$ cat src/rtl/trisc_decode_stage.sv
// trisc_decode_stage: registered TRISC opcode decoder between fetch and execute.
// Output register plus a one-entry skid buffer, so the stage runs at full
// throughput while in_ready stays a flop. A saturating counter tracks the
// illegal beats delivered.
// Optional feature macro: DECODE_TRAP_EN. When it is defined, delivering an
// illegal beat parks the stage in TRAP until trap_clr is pulsed.
module trisc_decode_stage #(
    parameter int                        INSTR_W    = 8,
    parameter int                        OPCODE_W   = 4,
    parameter logic [(2**OPCODE_W)-1:0]  LEGAL_MASK = 16'h93DF,
    parameter int                        CNT_W      = 8
) (
    input  logic                          clk,
    input  logic                          rst_n,
    input  logic                          in_valid,
    output logic                          in_ready,
    input  logic [INSTR_W-1:0]            in_instr,
    output logic                          out_valid,
    input  logic                          out_ready,
    output logic [(2**OPCODE_W)-1:0]      out_onehot,
    output logic [OPCODE_W-1:0]           out_opcode,
    output logic [INSTR_W-OPCODE_W-1:0]   out_operand,
    output logic                          out_illegal,
    output logic [CNT_W-1:0]              illegal_cnt,
    input  logic                          trap_clr,
    output logic                          trap_active
);

    localparam int NOPS   = 2**OPCODE_W;
    localparam int OPND_W = INSTR_W - OPCODE_W;

    typedef struct packed {
        logic [NOPS-1:0]     onehot;
        logic [OPCODE_W-1:0] opcode;
        logic [OPND_W-1:0]   operand;
        logic                illegal;
    } beat_t;

    beat_t               dec_beat, out_q, out_d, skid_q, skid_d;
    logic                out_vld_q, out_vld_d, skid_vld_q, skid_vld_d;
    logic                in_rdy_q, in_rdy_d;
    logic [CNT_W-1:0]    cnt_q;
    logic [OPCODE_W-1:0] dec_op;
    logic [NOPS-1:0]     dec_onehot;
    logic                accept, deliver, reg_free;
    logic                load_block;  // output reg may not load this edge (trap)
    logic                run_d;       // stage will be in RUN after this edge

    // ---------------- combinational decode ----------------
    assign dec_op = in_instr[INSTR_W-1 -: OPCODE_W];

    // Each one-hot bit can only fire for its own opcode, so the result is
    // one-hot or zero by construction.
    for (genvar k = 0; k < NOPS; k++) begin : g_onehot
        assign dec_onehot[k] = LEGAL_MASK[k] && (dec_op == OPCODE_W'(k));
    end

    assign dec_beat.onehot  = dec_onehot;
    assign dec_beat.opcode  = dec_op;
    assign dec_beat.operand = in_instr[OPND_W-1:0];
    assign dec_beat.illegal = !LEGAL_MASK[dec_op];

    // ---------------- handshake ----------------
    assign accept   = in_valid && in_rdy_q;
    assign deliver  = out_vld_q && out_ready;
    assign reg_free = !out_vld_q || out_ready;

`ifdef DECODE_TRAP_EN
    typedef enum logic {S_RUN, S_TRAP} state_t;
    state_t state_q, state_d;

    // Trap state register
    always_ff @(posedge clk or negedge rst_n) begin
        if (!rst_n) state_q <= S_RUN;
        else        state_q <= state_d;
    end

    // Enter TRAP on the edge that delivers an illegal beat. While trapped, the
    // output register is frozen so that a pending skid beat stays parked. The
    // clearing edge itself is allowed to move that beat out.
    always_comb begin
        state_d    = state_q;
        load_block = 1'b0;
        case (state_q)
            S_RUN: begin
                if (deliver && out_q.illegal) begin
                    state_d    = S_TRAP;
                    load_block = 1'b1;
                end
            end
            S_TRAP: begin
                if (trap_clr) state_d    = S_RUN;
                else          load_block = 1'b1;
            end
            default: state_d = S_RUN;
        endcase
    end

    assign run_d       = (state_d == S_RUN);
    assign trap_active = (state_q == S_TRAP);
`else
    logic unused_trap_clr;
    assign unused_trap_clr = trap_clr;
    assign load_block      = 1'b0;
    assign run_d           = 1'b1;
    assign trap_active     = 1'b0;
`endif

    // Next state of the output register and the skid buffer. The skid buffer
    // always drains before any new beat, which keeps the beats in order.
    always_comb begin
        out_vld_d  = out_vld_q;
        out_d      = out_q;
        skid_vld_d = skid_vld_q;
        skid_d     = skid_q;
        if (reg_free && !load_block) begin
            if (skid_vld_q) begin
                out_vld_d  = 1'b1;
                out_d      = skid_q;
                skid_vld_d = 1'b0;
            end else if (accept) begin
                out_vld_d  = 1'b1;
                out_d      = dec_beat;
            end else begin
                out_vld_d  = 1'b0;
            end
        end else begin
            // If the register was free but is blocked by the trap, the beat it
            // held has just been delivered, so it goes empty.
            if (reg_free) out_vld_d = 1'b0;
            if (accept) begin
                skid_vld_d = 1'b1;
                skid_d     = dec_beat;
            end
        end
        in_rdy_d = !skid_vld_d && run_d;
    end

    // Pipeline registers; in_ready is registered, not derived from out_ready
    always_ff @(posedge clk or negedge rst_n) begin
        if (!rst_n) begin
            out_vld_q  <= 1'b0;
            out_q      <= '0;
            skid_vld_q <= 1'b0;
            skid_q     <= '0;
            in_rdy_q   <= 1'b1;
        end else begin
            out_vld_q  <= out_vld_d;
            out_q      <= out_d;
            skid_vld_q <= skid_vld_d;
            skid_q     <= skid_d;
            in_rdy_q   <= in_rdy_d;
        end
    end

    // Saturating count of illegal beats handed to the consumer
    always_ff @(posedge clk or negedge rst_n) begin
        if (!rst_n)
            cnt_q <= '0;
        else if (deliver && out_q.illegal && (cnt_q != '1))
            cnt_q <= cnt_q + CNT_W'(1);
    end

    assign in_ready    = in_rdy_q;
    assign out_valid   = out_vld_q;
    assign out_onehot  = out_q.onehot;
    assign out_opcode  = out_q.opcode;
    assign out_operand = out_q.operand;
    assign out_illegal = out_q.illegal;
    assign illegal_cnt = cnt_q;

endmodule

$ cat config.mk
export PLATFORM = sky130hd
export DESIGN_NAME = trisc_decode_stage
export DESIGN_NICKNAME = d
export VERILOG_FILES = /design/src/rtl/trisc_decode_stage.sv
export SDC_FILE = /design/constraint.sdc
export NUM_CORES = 1
export LEC_CHECK = 0
export ABC_CLOCK_PERIOD_IN_PS = 2300
export CAP_MARGIN = 20
export CORE_MARGIN = 8
export CORE_UTILIZATION = 55
export CTS_CLUSTER_SIZE = 28
export DETAILED_ROUTE_END_ITERATION = 7
export HOLD_SLACK_MARGIN = 0.08
export PLACE_DENSITY = 0.85
export SLEW_MARGIN = 20
export SYNTH_ARGS = -nofsm -noshare
export SYNTH_HDL_FRONTEND = slang
export SYNTH_SLANG_ARGS = --single-unit
export TNS_END_PERCENT = 1
$ cat constraint.sdc
create_clock -name clk -period 2.3 [get_ports clk]
set_input_delay 0.345 -clock clk [delete_from_list [all_inputs] [get_ports clk]]
set_output_delay 0.345 -clock clk [all_outputs]
set_load 0.005 [all_outputs]
; After elaboration in Yosys (flattened, before gate mapping)
; Memories as Yosys holds them, arrays and structs flattened.
; Index checks and enable logic that the tools add are counted.
[word_totals]
romBits = 16
memories = 1
ramBits = 0
ff_bits = 56
latch_bits = 0
in_bits = 13
elab_cells = 46
output_inout_bits = 36
[classes]
muxes = 7
bitwise_logic = 1
n_mul = 0
addsub = 1
n_reduce_logical = 12
eq_ne = 11
div = 0
shift = 0
n_lt_le_gt_ge = 1
[mem_list]
columns = name, depth, word_bits, rd, rd_ports_with_merged_regs, write_ports, line
row1 = (no name shown), 16, 1, 1, 0, 0, 61  ; assign dec_beat.illegal = !LEGAL_MASK[dec_op];
[ops]
columns = cell, count
row1 = $mux 25, 2
row2 = $eq 4x4->1 const B, 4
row3 = $eq 4x3->1 const B, 3
row4 = $add 8x1->8 const B, 1
row5 = $eq 4x2->1 const B, 2
row6 = $ne 8x8->1 const B, 1
row7 = $lt 4x5->1 const B, 1
row8 = $mux 1, 5
row9 = $eq 4x1->1 const B, 1
row10 = $logic_and 1x1->1, 4
row11 = $logic_not 4->1, 1
row12 = $reduce_and 2->1, 2
row13 = $logic_not 1->1, 3
row14 = $reduce_bool 2->1, 1
row15 = $logic_or 1x1->1, 1
row16 = $not 1->1, 1

; Logic depth before layout (Yosys ltp)
; Gate-level depths: netlist of run 1.
[logic_depth]
word_depth = 5
mapped_depth = 6

; Worst setup path before layout of run 1
; No wires, ideal clock.
[synth_path]
path_kind = reg2reg
from = register cnt_q[0] (netlist: illegal_cnt[0])
to = register cnt_q[1] (netlist: illegal_cnt[1])
path_stages_with_launch = 5
path_slack_ns = 0.821
n_path_buf = 0
t_required_ns = 2.175
period_less_slack_ns = 1.479
arrival_time_ns = 1.354
cell_sequence = dfrtp_1 -> ha_1 -> and3_1 -> a21oi_2 -> mux2_2
[synth_between]
elab_chain_cells = 2
elab_cells_between_ends = 3
cone_classes = add/sub: 1 / eq/ne: 1 / reduce/logical: 1
[synth_rtl]
columns = element, line
row1 = "start, declared", 42  ; logic [CNT_W-1:0] cnt_q;
row2 = "start signal, assigned", 161  ; cnt_q <= cnt_q + CNT_W'(1);
row3 = "parallel branches: the longest is 2 deep, another holds $add 8x1->8", n/a
; Parallel ways; which one is timed is not known.
; A chain may end at the register's enable or synchronous reset.

; Final worst setup path of run 1
[layout_path]
from = input in_instr[5]
to = register out_q (netlist bit out_onehot[0])
[layout_between]
elab_chain_cells = 3
[layout_rtl]
columns = element, line
row1 = "start, declared", 17  ; input logic [INSTR_W-1:0] in_instr,
row2 = $logic_not 4->1, 55  ; assign dec_onehot[k] = LEGAL_MASK[k] && (dec_op == OPCODE_W'(k));
row3 = $mux 25, 121  ; end else if (accept) begin
row4 = $mux 25, 117  ; if (skid_vld_q) begin
row5 = "end signal, assigned", 149  ; out_q <= out_d;
row6 = "end, declared", 39  ; beat_t dec_beat, out_q, out_d, skid_q, skid_d;
; Every way passes these cells. The select of a mux whose other input is x is not followed.

==> flow_summary_export.csv, run 1 <==
group,metric,value,unit
detailed_routing,drtIter0Drc,130,
logic_synthesis,synth-edff-count,0,
final_layout,layout-drive-gt1-share,9.82,%
floorplanning,fp.dieW,81.9,microns
clock_tree,cts.htree.levels,2,
final_layout,antennaDiodeCount,0,
clock_tree,clk_latency,0.30,ns
logic_synthesis,synthMuxAreaShare,7.03,%
worst_setup_path,cpPeakStageDelay,0.51,ns
worst_setup_path,worstSetupStartpointType,"input port",
grt,grt_pass1_vias,1723,
worst_setup_path,crit_chain,"clkdlybuf4s50_1 > inv_1 > ha_1 > or3b_2 > nor2_1 > a21oi_1 > a21oi_1",
pwr,p_leak,1.25,nW
clock_tree,clk_pin_slew,0.09,ns
sta,fmax,562,MHz
sta,fin_crit,1.78,ns
worst_setup_path,r2r_start,"illegal_cnt[0]",
worst_setup_path,cpMostUsedCell,"a21oi_1",
sta,setup_violations,0,
worst_setup_path,crit_required,2.53,ns
grt,grt_max_degree,36,
detailed_routing,drc,0,
logic_synthesis,synth-xor-area-share,1.47,%
logic_synthesis,yosysWarnings,0,
pwr,totalPowerFinal,2.53,mW
logic_synthesis,synth_compound_area_share,12.8,%
detailed_routing,ant_nets,0,
detailed_routing,wire_per_inst,14.5,microns
worst_setup_path,crit_slowest_cell,"clkdlybuf4s50_1",
floorplanning,num_rows,24,
place,placed_area,2790,sq um
logic_synthesis,ys_seq_elements,51,
final_layout,fin_area,2900,sq um
logic_synthesis,yosys.area_share.simple,15.9,%
grt,overflow,0,
worst_setup_path,reg2reg_depth,4,
place,gp_congestion,0.753,
worst_setup_path,crit_path_max_fanout,6,
sta,clock_skew,0.00641,ns
sta,whs,0.486,ns
sta,fin_setup_tns,0,ns
logic_synthesis,synthTopCellsByArea,"dfrtp_1 52%, a21oi_1 6.1%, nor2_1 5.0%, mux2i_1 4.2%, o21ai_0 2.9%",
worst_setup_path,crit_family,"buffers and inverters",
grt,grt_pass1_wl,7.91,mm
sta,drv_slew,0,
floorplanning,initial_core_util,55.9,%
grt,grtUsageTotal,15.0,%
grt,antenna_found_initial,0,
final_layout,fin_util,68.1,%
worst_setup_path,reg2reg_to,"illegal_cnt[1]",
final_layout,final_nets,292,
worst_setup_path,critPathKind,"input port to flop",
detailed_routing,via_count,1751,
logic_synthesis,synth_cell_type_count,37,
flow_run,max_cap_violations,0,
clock_tree,cts_buffers,5,
clock_tree,cts_tree,"yes",
sta,rsz0062_at_grt,"false",
logic_synthesis,synth_top_family_by_area,"simple AND/OR/NAND/NOR gates",
floorplanning,dieArea,6700,sq um
detailed_routing,route.final.wire_length,4.76,mm
worst_setup_path,endpoint_kind,"flop",
floorplanning,die_h,81.9,microns
logic_synthesis,ys.flop_type,"dfrtp_1",
hold_path,hold_path_class,"flop to flop",
logic_synthesis,netlist_instances,235,
floorplanning,coreArea,4260,sq um
pwr,power_density,871,nW/um^2
place,place.detailed.hpwl,3.30,mm
hold_path,hold_start,"skid_q[16]",
sta,relSlewSlack,61.4,%
clock_tree,max-clock-path-buffers,2,
logic_synthesis,synth_area,2380,sq um
worst_setup_path,crit_start,"in_instr[5]",
logic_synthesis,async_flop_share,100,%
logic_synthesis,synthAdderAreaFrac,2.62,%
final_layout,syn_to_final_growth,21.7,%
clock_tree,cts_sinks,51,
worst_setup_path,cp.arrival,2.01,ns
logic_synthesis,avgSynthCellArea,10.1,sq um
logic_synthesis,netlist.area_leader.share,52.5,%
detailed_routing,first_pass_iters,4,
sta,hold_viol_final,0,
pwr,ir_drop,500,uV
hold_path,min_path_cells,2,
clock_tree,cts-root-buf,"clkbuf_8",
sta,tightest_slew,0.580,ns
clock_tree,cts_setup_buffers,0,
logic_synthesis,yosysTopAreaCell,"dfrtp_1",
logic_synthesis,synth_most_common_cell,"dfrtp_1",
logic_synthesis,synthTopCellsByCount,"50 x dfrtp_1, 32 x nor2_1, 29 x a21oi_1",
run_status,outcome,"completed",
logic_synthesis,seq_area_frac_synth,53.6,%
worst_setup_path,cp.buffers_inverters,2,
floorplanning,ios,49,
worst_setup_path,rrSetupSlack,0.67,ns
clock_tree,cts_resized,0,
detailed_routing,drt-vias-per-instance,5.35,
sta,timing.final.crit_share,77.3,%
hold_path,hold_end,"skid_q[16]",
place,io_buffers,41,
## cell usage in the layout (no fill, tap or decap), types with 6 or more instances in the layout
cell             count
o21ai_0             14
dfrtp_1             50
nand2_1             18
mux2_2               6
nand3_1              6
clkdlybuf4s50_1     40
inv_1                6
nor2_1              32
conb_1               6
mux2i_1             10
a21oi_1             29
## layout make-up
cell class | count | area (sq um)
timing repair buffer | 46 | 458
clock inverter | 1 | 30.0
tap | 52 | 65.1
fill | 329 | 1360
clock buffer | 7 | 76.3
sequential | 51 | 1280
inverter | 6 | 22.5
multi-input combinational | 164 | 973
## sequential cells by signal, indices dropped and copies added, names as in the netlist
name and flops:
out_illegal 1, illegal_cnt 8, out_operand 4, out_opcode 4
in_ready 1, skid_vld_q 1, skid_q 20, out_onehot 11
out_valid 1
## per-layer routing
| metal | up-vias | track usage (%) | wire [microns] |
|---|---|---|---|
| li1 | 870 | - | - |
| met5 | - | 0 | 0 |
| met2 | 42 | 24.6 | 2300 |
| met4 | 0 | 6.14 | 72 |
| met3 | 8 | 4.92 | 321 |
| met1 | 831 | 17.6 | 2060 |
## timing repair
item                       4_1_cts  5_1_grt
hold buffers                     1        0
setup endpoints to repair        0        0
hold endpoints to repair        24        0
## per-stage QoR
stage | setup WS (ns) | std cells
2_1_floorplan | 0.821 | 240
3_3_place_gp | 0.273 | 318
3_5_place_dp | 0.227 | 318
4_1_cts | 0.531 | 327
5_1_grt | 0.379 | 327
6_report | 0.521 | 327
## tightest hold or removal path, delay by kind of cell (launching register included)
| kind | cells | cell delay [ns] |
|---|---|---|
| AOI/OAI and AO/OA | 1 | 0.06 |
| and+or+nand+nor | 1 | 0.05 |
| DFF | 1 | 0.35 |
## report_power, final
group / switching [mW] / internal [mW]
sequential: 0.143 / 1.09
combinational: 0.286 / 0.403
clock: 0.279 / 0.326
total: 0.708 / 1.82
## worst max-delay path by stage
stage	end	slack, ns	cells after the start
6_report	out_onehot[0]	0.52	7
3_5_place_dp	out_illegal	0.23	7
2_1_floorplan	illegal_cnt[1]	0.82	4
5_1_grt	out_onehot[0]	0.38	7
3_3_place_gp	out_onehot[0]	0.27	7
4_1_cts	out_onehot[0]	0.53	7
## cell families (layout without fill, tap and decap cells)
family	after synthesis	count (layout)
flip-flops	51	51
multiplexers	16	16
XOR/XNOR	4	4
AO/OA/AOI/OAI	56	56
buffers and inverters	25	60
adder cells (fa/ha/maj)	5	5
other	1	6
AND/OR/NAND/NOR	77	77
No activity file was read; power rests on OpenSTA's default activity.
==> inputs of run 2 (changes only) <==
- ABC_CLOCK_PERIOD_IN_PS: 2300 -> 1500
- CORE_UTILIZATION: 55 -> 46
- PLACE_DENSITY: 0.85 -> 0.76
- clock period: 2.3 -> 1.5 ns (I/O delays scaled with it)
==> run 2 against run 1 <==
Via count rose by 4.9%. Worst hold slack got worse by 0.084 ns. Setup slack got worse by 0.50 ns.
==> flow_summary_export.csv, run 2 (same netlist as run 1, synthesis figures left out) <==
group,metric,value,unit
detailed_routing,drc,0,
sta,fin_crit,1.48,ns
grt,grt_max_degree,33,
final_layout,antennaDiodeCount,0,
place,dp_slack,-0.389,ns
final_layout,largest_reg_flops,20,
final_layout,regMostFlops,"skid_q",
pwr,power_density,1240,nW/um^2
clock_tree,cts.htree.levels,2,
detailed_routing,ant_nets,0,
worst_setup_path,worstSetupStartpointType,"flop",
floorplanning,die_h,88,microns
worst_setup_path,r2r_start,"illegal_cnt[0]",
worst_setup_path,cp.arrival,1.66,ns
sta,fmax,678,MHz
worst_setup_path,crit_start,"illegal_cnt[0]",
floorplanning,ios,49,
grt,grtUsageTotal,13.8,%
place,place.detailed.hpwl,3.77,mm
run_status,outcome,"completed",
detailed_routing,wire_per_inst,13.8,microns
pwr,ir_drop,731,uV
worst_setup_path,reg2reg_depth,4,
pwr,pwr-share-seq,47.7,%
clock_tree,cts_buffers,5,
floorplanning,dieArea,7740,sq um
final_layout,syn_to_final_growth,32.0,%
sta,hold_viol_final,0,
sta,drv_slew,0,
sta,timing.final.crit_share,98.4,%
worst_setup_path,rrSetupSlack,0.02,ns
pwr,sw_frac_of_total,28.6,%
floorplanning,fp.dieW,88,microns
final_layout,final_nets,319,
floorplanning,initial_core_util,47.3,%
pwr,pwr-share-clk,21.8,%
place,gp_congestion,0.775,
worst_setup_path,endpoint_kind,"flop",
clock_tree,cts_sinks,51,
grt,grt_pass1_vias,1779,
final_layout,layout_commonest_cell,"dfrtp_1",
worst_setup_path,crit_required,1.68,ns
worst_setup_path,crit_path_max_fanout,5,
grt,antenna_found_initial,0,
sta,setup_violations,0,
place,io_buffers,41,
clock_tree,cts-root-buf,"clkbuf_8",
sta,setup_slack,0.0242,ns
clock_tree,max-clock-path-buffers,2,
clock_tree,clk_pin_slew,0.09,ns
clock_tree,cts_tree,"yes",
clock_tree,clk_latency,0.30,ns
sta,clock_skew,0.00687,ns
detailed_routing,via_count,1836,
worst_setup_path,reg2reg_to,"illegal_cnt[1]",
sta,rsz0062_at_grt,"true",
flow_run,max_cap_violations,0,
detailed_routing,drtIter0Drc,112,
worst_setup_path,critPathKind,"flop to flop",
final_layout,layout_common_cells,"50 x dfrtp_1, 32 x nor2_1, 29 x a21oi_1, 29 x buf_4, 28 x clkdlybuf4s50_1",
detailed_routing,route.final.wire_length,5.12,mm
worst_setup_path,endpoint,"illegal_cnt[1]",
floorplanning,num_rows,26,
detailed_routing,first_pass_iters,5,
detailed_routing,drt-vias-per-instance,4.94,
final_layout,num-fill-cells,443,
floorplanning,coreArea,5040,sq um
pwr,p_leak,1.44,nW
hold_path,hold_path_class,"input port to flop",
pwr,p_switching,1.12,mW
grt,overflow,0,
pwr,internal_power,2.79,mW
pwr,totalPowerFinal,3.91,mW
final_layout,layout-drive-gt1-share,19.2,%
pwr,comb_power_share,30.6,%
grt,grt_pass1_wl,8.31,mm
[run 2: per-stage QoR]
step / utilization [%] / instance area (sq um) / cells / TNS (ns) / hold slack [ns]
after detailed placement: 59.7 / 3010 / 361 / -6.16 / 0.182
after floorplan: - / 2400 / 240 / 0 / -0.0706
final: 62.4 / 3150 / 372 / 0 / 0.402
after global routing: 62.4 / 3150 / 372 / -0.0959 / 0.422
after global placement: 59.7 / 3010 / 361 / -4.80 / 0.184
after CTS: 62.0 / 3120 / 371 / 0 / 0.388
[run 2: what timing repair did]
item / in CTS / in global routing
endpoints found under the setup margin: 11 / 12
hold buffers: 1 / 0
pin swaps: 0 / 1
setup buffers: 1 / 1
endpoints found under the hold margin: 14 / 0
resized for setup: 11 / 6
[run 2: area by class of cell]
type	count	area [sq um]	area share, %
multi-input combinational	164	986	31.3
clock buffer	8	100	3.18
inverter	6	22.5	0.716
sequential	51	1280	40.6
timing repair buffer	73	673	21.4
tap	70	87.6	2.78
[run 2: power groups by stage]
stage	Combinational [mW]	Clock [mW]	Sequential, mW
after global placement	1.18	0	1.88
after detailed placement	1.21	0	1.89
after CTS	1.20	0.881	1.86
final	1.20	0.850	1.86
after floorplan	0.482	0	1.90
after global routing	1.32	0.925	1.90
[run 2: critical path, cell delays in order, from the launching register on]
cell and delay, ns:
dfrtp_1 0.39, ha_1 0.22, and3_4 0.18, a21oi_4 0.22, mux2_2 0.36
[run 2: worst min-delay path by stage]
stage                      startpoint              to  depth (start not counted)
final                     in_instr[4]       skid_q[5]                          3
after global routing      in_instr[5]       skid_q[6]                          3
after CTS                       rst_n      skid_q[16]                          2
after detailed placement        rst_n      skid_q[24]                          1
after global placement          rst_n      skid_q[24]                          1
after floorplan                 rst_n  illegal_cnt[0]                          0
[run 2: metal layers]
metal	global-route usage [%]	up-vias	routed length, microns
met5	0	-	0
met4	5.63	0	54
met3	3.66	5	281
met2	21.5	50	2460
met1	17.6	863	2320
li1	-	918	-
